`src/rtl/scheduling_unit.sv`:
```
// SHA-256 message-schedule generator: 16 x 32-bit circular buffer producing W[0..63].
// Optional SCHEDULING_UNIT_REG_OUT_EN registers schedule_out (one cycle of latency).
module scheduling_unit (
    input  logic         clk,
    input  logic         reset,
    input  logic         init,
    input  logic [5:0]   index,
    input  logic [511:0] data_in,
    output logic [31:0]  schedule_out
);

    logic [31:0] r_slot [16];

    logic [3:0]  w_rd_idx;
    logic [3:0]  w_wr_idx;
    logic [3:0]  w_m1_idx;
    logic [3:0]  w_m6_idx;
    logic [3:0]  w_m14_idx;
    logic [3:0]  w_m15_idx;
    logic        w_gen_en;
    logic [31:0] w_next;

    function automatic logic [31:0] sigma0(input logic [31:0] x);
        return {x[6:0], x[31:7]} ^ {x[17:0], x[31:18]} ^ {3'b000, x[31:3]};
    endfunction

    function automatic logic [31:0] sigma1(input logic [31:0] x);
        return {x[16:0], x[31:17]} ^ {x[18:0], x[31:19]} ^ {10'b0, x[31:10]};
    endfunction

    // Slot offsets wrap in 4 bits; W[index-15] shares the slot being overwritten.
    always_comb begin
        w_rd_idx  = index[3:0];
        w_wr_idx  = index[3:0] + 4'd1;
        w_m1_idx  = index[3:0] - 4'd1;
        w_m6_idx  = index[3:0] - 4'd6;
        w_m14_idx = index[3:0] + 4'd2;
        w_m15_idx = index[3:0] + 4'd1;
        w_gen_en  = (index >= 6'd15) && (index <= 6'd62);
        w_next    = sigma1(r_slot[w_m1_idx]) + r_slot[w_m6_idx]
                  + sigma0(r_slot[w_m14_idx]) + r_slot[w_m15_idx];
    end

    always_ff @(posedge clk) begin
        if (reset) begin
            for (int unsigned i = 0; i < 16; i++) begin
                r_slot[i] <= '0;
            end
        end else if (init) begin
            for (int unsigned i = 0; i < 16; i++) begin
                r_slot[i] <= data_in[511 - 32*i -: 32];
            end
        end else if (w_gen_en) begin
            r_slot[w_wr_idx] <= w_next;
        end
    end

`ifdef SCHEDULING_UNIT_REG_OUT_EN
    logic [31:0] r_out;

    always_ff @(posedge clk) begin
        if (reset) begin
            r_out <= '0;
        end else begin
            r_out <= r_slot[w_rd_idx];
        end
    end

    assign schedule_out = r_out;
`else
    assign schedule_out = r_slot[w_rd_idx];
`endif

endmodule

```
`config.mk`:
```
export PLATFORM = sky130hd
export DESIGN_NAME = scheduling_unit
export DESIGN_NICKNAME = d
export VERILOG_FILES = /design/src/rtl/scheduling_unit.sv
export SDC_FILE = /design/constraint.sdc
export NUM_CORES = 2
export LEC_CHECK = 0
export BUFFER_PORTS_ARGS = -buffer_cell sky130_fd_sc_hd__buf_2
export CORE_MARGIN = 2
export CORE_UTILIZATION = 55
export DETAILED_ROUTE_END_ITERATION = 8
export HOLD_SLACK_MARGIN = 0.12
export PLACE_DENSITY = 0.77
export SLEW_MARGIN = 10
export SYNTH_ARGS = -nofsm -noshare
export SYNTH_HDL_FRONTEND = slang
export SYNTH_SLANG_ARGS = --single-unit
```
`constraint.sdc`:
```
create_clock -name clk -period 13.17 [get_ports clk]
set_input_delay 0 -clock clk [delete_from_list [all_inputs] [get_ports clk]]
set_output_delay 0 -clock clk [all_outputs]
set_load 0.05 [all_outputs]
```
# Yosys cells after proc, flatten, opt, wreduce, memory -nomap -nowiden
# Memories as Yosys holds them, arrays and structs flattened.
# Index checks and enable logic that the tools add are counted.
# totals
ff_bits	0
ramBits	512
inputBits	521
output_inout_bits	32
wordCells	60
mem_count	1
# op_classes
n_addsub	7
magnitude_cmp	2
mux	28
n_bitwise	20
reduce_logical	2
# memory_table
name	words	word_bits	rd	rd_clocked_by_memory_dff	write_ports	line_no	text
r_slot	16	32	5	0	16	12	logic [31:0] r_slot [16];
# ops
op	count
two-way mux 32 bit	17
adder 32 bit	3
XOR 32 bit	2
OR reduction 32 bit	1
XOR 32 x 22 -> 32 bit	1
XOR 32 x 29 -> 32 bit	1
OR 1 bit	16
two-way mux 1 bit	10
>= comparator 6 x 4 -> 1 bit (second input constant)	1
<= comparator 6 bit (second input constant)	1
adder 4 x 1 -> 4 bit (second input constant)	1
adder 4 x 2 -> 4 bit (second input constant)	1
two-way mux 4 bit	1
subtractor 4 x 1 -> 4 bit (second input constant)	1
subtractor 4 x 3 -> 4 bit (second input constant)	1
logical AND 1 bit	1

# Longest topological paths before layout
# depth
word_depth	8
depth_mapped	36
ltp_nobuf	23

# Least setup slack after synthesis
# OpenSTA, ideal clock, no wires.
# synth_path
path_kind	input to register
start	input port index[0]
end	memory r_slot[10][29], data pin
setup_time_ns	0.267
arrival_ns	8.131
required_time_ns	12.903
path_slack_ns	4.772
path_stages	34
n_path_buf	14
path_cell_list	buf_6 -> buf_8 -> buf_6 -> buf_6 -> buf_6 -> buf_4 -> buf_2 -> buf_2 -> buf_4 -> buf_4 -> inv_1 -> ha_1 -> buf_2 -> buf_2 -> buf_1 -> mux4_2 -> mux4_2 -> xnor2_1 -> xnor2_1 -> fa_1 -> fa_1 -> ha_1 -> inv_1 -> fa_1 -> nor2b_1 -> o2111ai_1 -> a21boi_1 -> o21ai_0 -> a21oi_1 -> nor4_1 -> or2_2 -> o311ai_2 -> clkbuf_1 -> o21ai_0
# synth_lines
item	line_no	text
from (decl)	7	input logic [5:0] index,
to (decl)	12	

==> out/results.md <==
| Item | This run |
| --- | --- |
| Share of Yosys cell area claimed by the top area cell type | 37.0% |
| Remaining global-route overflow | 0 |
| Initial cell density of the core | 55.7% |
| Largest delay contributor family on the critical path | compound AO/OA/AOI/OAI gates |
| Critical path arrival | 9480 ps |
| Post-Syn Area per Cell | 12.1 µm² |
| Class of the worst hold path | in2reg |
| Share of synthesized registers carrying an async set or reset | 0% |
| Critical Path Max Stage Delay | 850 ps |
| Commonest non-fill, non-tap cell in the layout | dlygate4sd3_1 |
| Global-route total usage across every layer | 49.0% |
| Outcome | complete, no violations |
| Vias in the first global route | 39100 |
| RePlAce Congestion | 1.16 |
| Detailed-route vias per instance | 7.41 |
| Maximum fanout along the worst path | 37 |
| Post-route DRC | 0 |
| Flip-flop count of the largest register, all copies and words added | 512 |
| I/O Buffers | 552 |
| DR pass1 iterations | 9 |
| Clock latency at the later pin of the worst-skew pair | 660 ps |
| Count of flip-flops with a built-in enable after synthesis | 512 |
| Overall routed net length | 194000 µm |
| TritonCTS clock tree | built |
| Remaining max-slew budget at the tightest pin | 8.05% |
| Largest reg by FF count | r_slot |
| Setup-failing EPs final | 0 |
| Die boundary width | 279 µm |
| CP Data Required Time | 13510 ps |
| Largest cells by area after synthesis | edfxtp_1, mux4_2, o21ai_0 |
| Die H | 279 µm |
| Antenna violations before repair | 24 |
| Via total after detailed routing | 40200 |
| Post-cts sizing count | 0 |
| Max Freq | 109 MHz |
| Sum Neg Setup Slack | 0 ps |
| Regs by FF count | r_slot: 512 flops |
| Number of synthesized register bits | 512 |
| Mapped Nets | 4065 |
| Maximum number of buffers from clock root to sink | 3 |
| Synthesized netlist cell count | 3441 |
| Sequential element share of the synthesized area | 37.0% |
| Post-synthesis cell type with the largest combined area | edfxtp_1 |
| Path type of the worst setup path | in2reg |
| Clock buffers created by TritonCTS | 57 |
| Slowest cell on the critical path | xor2_2 |
| Category of the worst setup path launch point | input port |
| Synth cell types | 66 |
| YS warnings | 0 |
| Crit path capture type | flop |
| Count of H-tree levels built during CTS | 2 |
| Core Footprint | 74600 µm² |
| Antenna-violating nets left | 0 |
| Max-slew violations | 0 |
| Maximum number of pins on one net before global-route repair | 127 |
| Number of nets at the end of the flow | 5016 |
| Total I/O pin count | 553 |
| Area of the mapped netlist | 41500 µm² |
| Tmin final | 9140 ps |
| Clock Tree Root | clkbuf_16 |
| Total Die Area | 77700 µm² |
| Total half-perimeter wirelength after legalization and detailed placement | 128000 µm |
| Global-route wire length before repair | 270000 µm |
| Worst path buffer plus inverter count | 6 |
| Area overhead of the layout relative to synthesis | 27.5% |
| Violation count after the first detailed-routing iteration | 8862 |
| Commonest non-fill, non-tap cells in the layout | dlygate4sd3_1, buf_2, edfxtp_1, o21ai_0, mux4_2 |
| Worst Max-Slew Pin Slew | 1370 ps |
| Reg clk slew, reported paths | 70 ps |
| Number of max-cap violations | 0 |
| Maximum clock skew at final layout | 22.4 ps |
| Final Hold Vio Count | 0 |
| TritonCTS Sinks | 512 |
| Mean routed wirelength per cell | 35.7 µm |
| RSZ-0062 raised after global routing | no |
| Row cnt | 100 |
| Fin crit share | 69.4% |
| Top flip-flop cell by instance count after synthesis | edfxtp_1 |
| Share of final-layout standard cells stronger than drive strength 1 | 29.1% |
final timing paths:
path	start	end	slack [ps]	depth (start not counted)
max	index[2]	r_slot[14][31]	4030	26
min reg2reg	r_slot[4][20]	r_slot[7][20]	1730	6
min	data_in[325]	r_slot[5][5]	160	4
max reg2reg	r_slot[15][8]	r_slot[14][31]	5670	20
synth_stat cells (36+ instances only):
cell type / n
xnor2_1: 104
mux2i_1: 196
a21oi_1: 78
mux4_2: 490
ha_1: 41
nand2_1: 467
buf_2: 36
nor2_1: 52
nand3b_1: 192
o21ai_0: 495
clkbuf_1: 231
fa_1: 62
xor2_1: 44
inv_1: 106
edfxtp_1: 512
buf_1: 36
cell families after synthesis:
family / after synthesis / synth area share [%]
adders and majority gates: 103 / 4.22
muxes: 701 / 31.7
and+or+nand+nor: 824 / 9.79
buffers and inverters: 448 / 4.62
DFF: 512 / 37.0
xor gates and xnor gates: 152 / 3.30
AOI/OAI and AO/OA: 701 / 9.32
tightest hold or removal path: stages:
cell	delay (ps)
dlygate4sd3_1	510
buf_2	100
nand2_1	40
o21ai_0	60
layout make-up:
cell class	instances	area, µm²
antenna	14	35.0
clock buffer	64	1470
clock inverter	40	612
fill	4854	21600
inverter	109	409
multi-input combinational	2481	24400
sequential	512	15400
tap	969	1210
timing repair buffer	1231	9410
per-layer routing:
layer | part of all wire [%] | GRT usage, % | up-vias | wire length, µm
li1 | - | - | 15200 | -
met1 | 32 | 61.0 | 19000 | 61100
met4 | 7.8 | 29.0 | 36 | 15100
met2 | 41 | 67.7 | 4745 | 78800
met3 | 20 | 25.4 | 1107 | 38100
met5 | 0.31 | 3.63 | - | 609
per-stage QoR:
stage               cells  setup slack (ps)  hold WS, ps  util, %  cell area [µm²]
floorplan            3441              4770          185        -            41500
global placement     4713              3940          278     60.3            44900
detailed placement   4713              3730          278     60.3            44900
CTS                  5406              4310          134     71.0            52900
global route         5411              3630          198     71.0            52900
finish               5420              4030          162     71.0            53000
repair_timing:
item	in CTS	in global routing
hold buffers	589	0
endpoints found under the hold margin	521	0
setup buffers	0	0
Power is left out: the tool's default activity adds up to more than one toggle a clock period on the data nets, which glitch-free logic cannot reach.
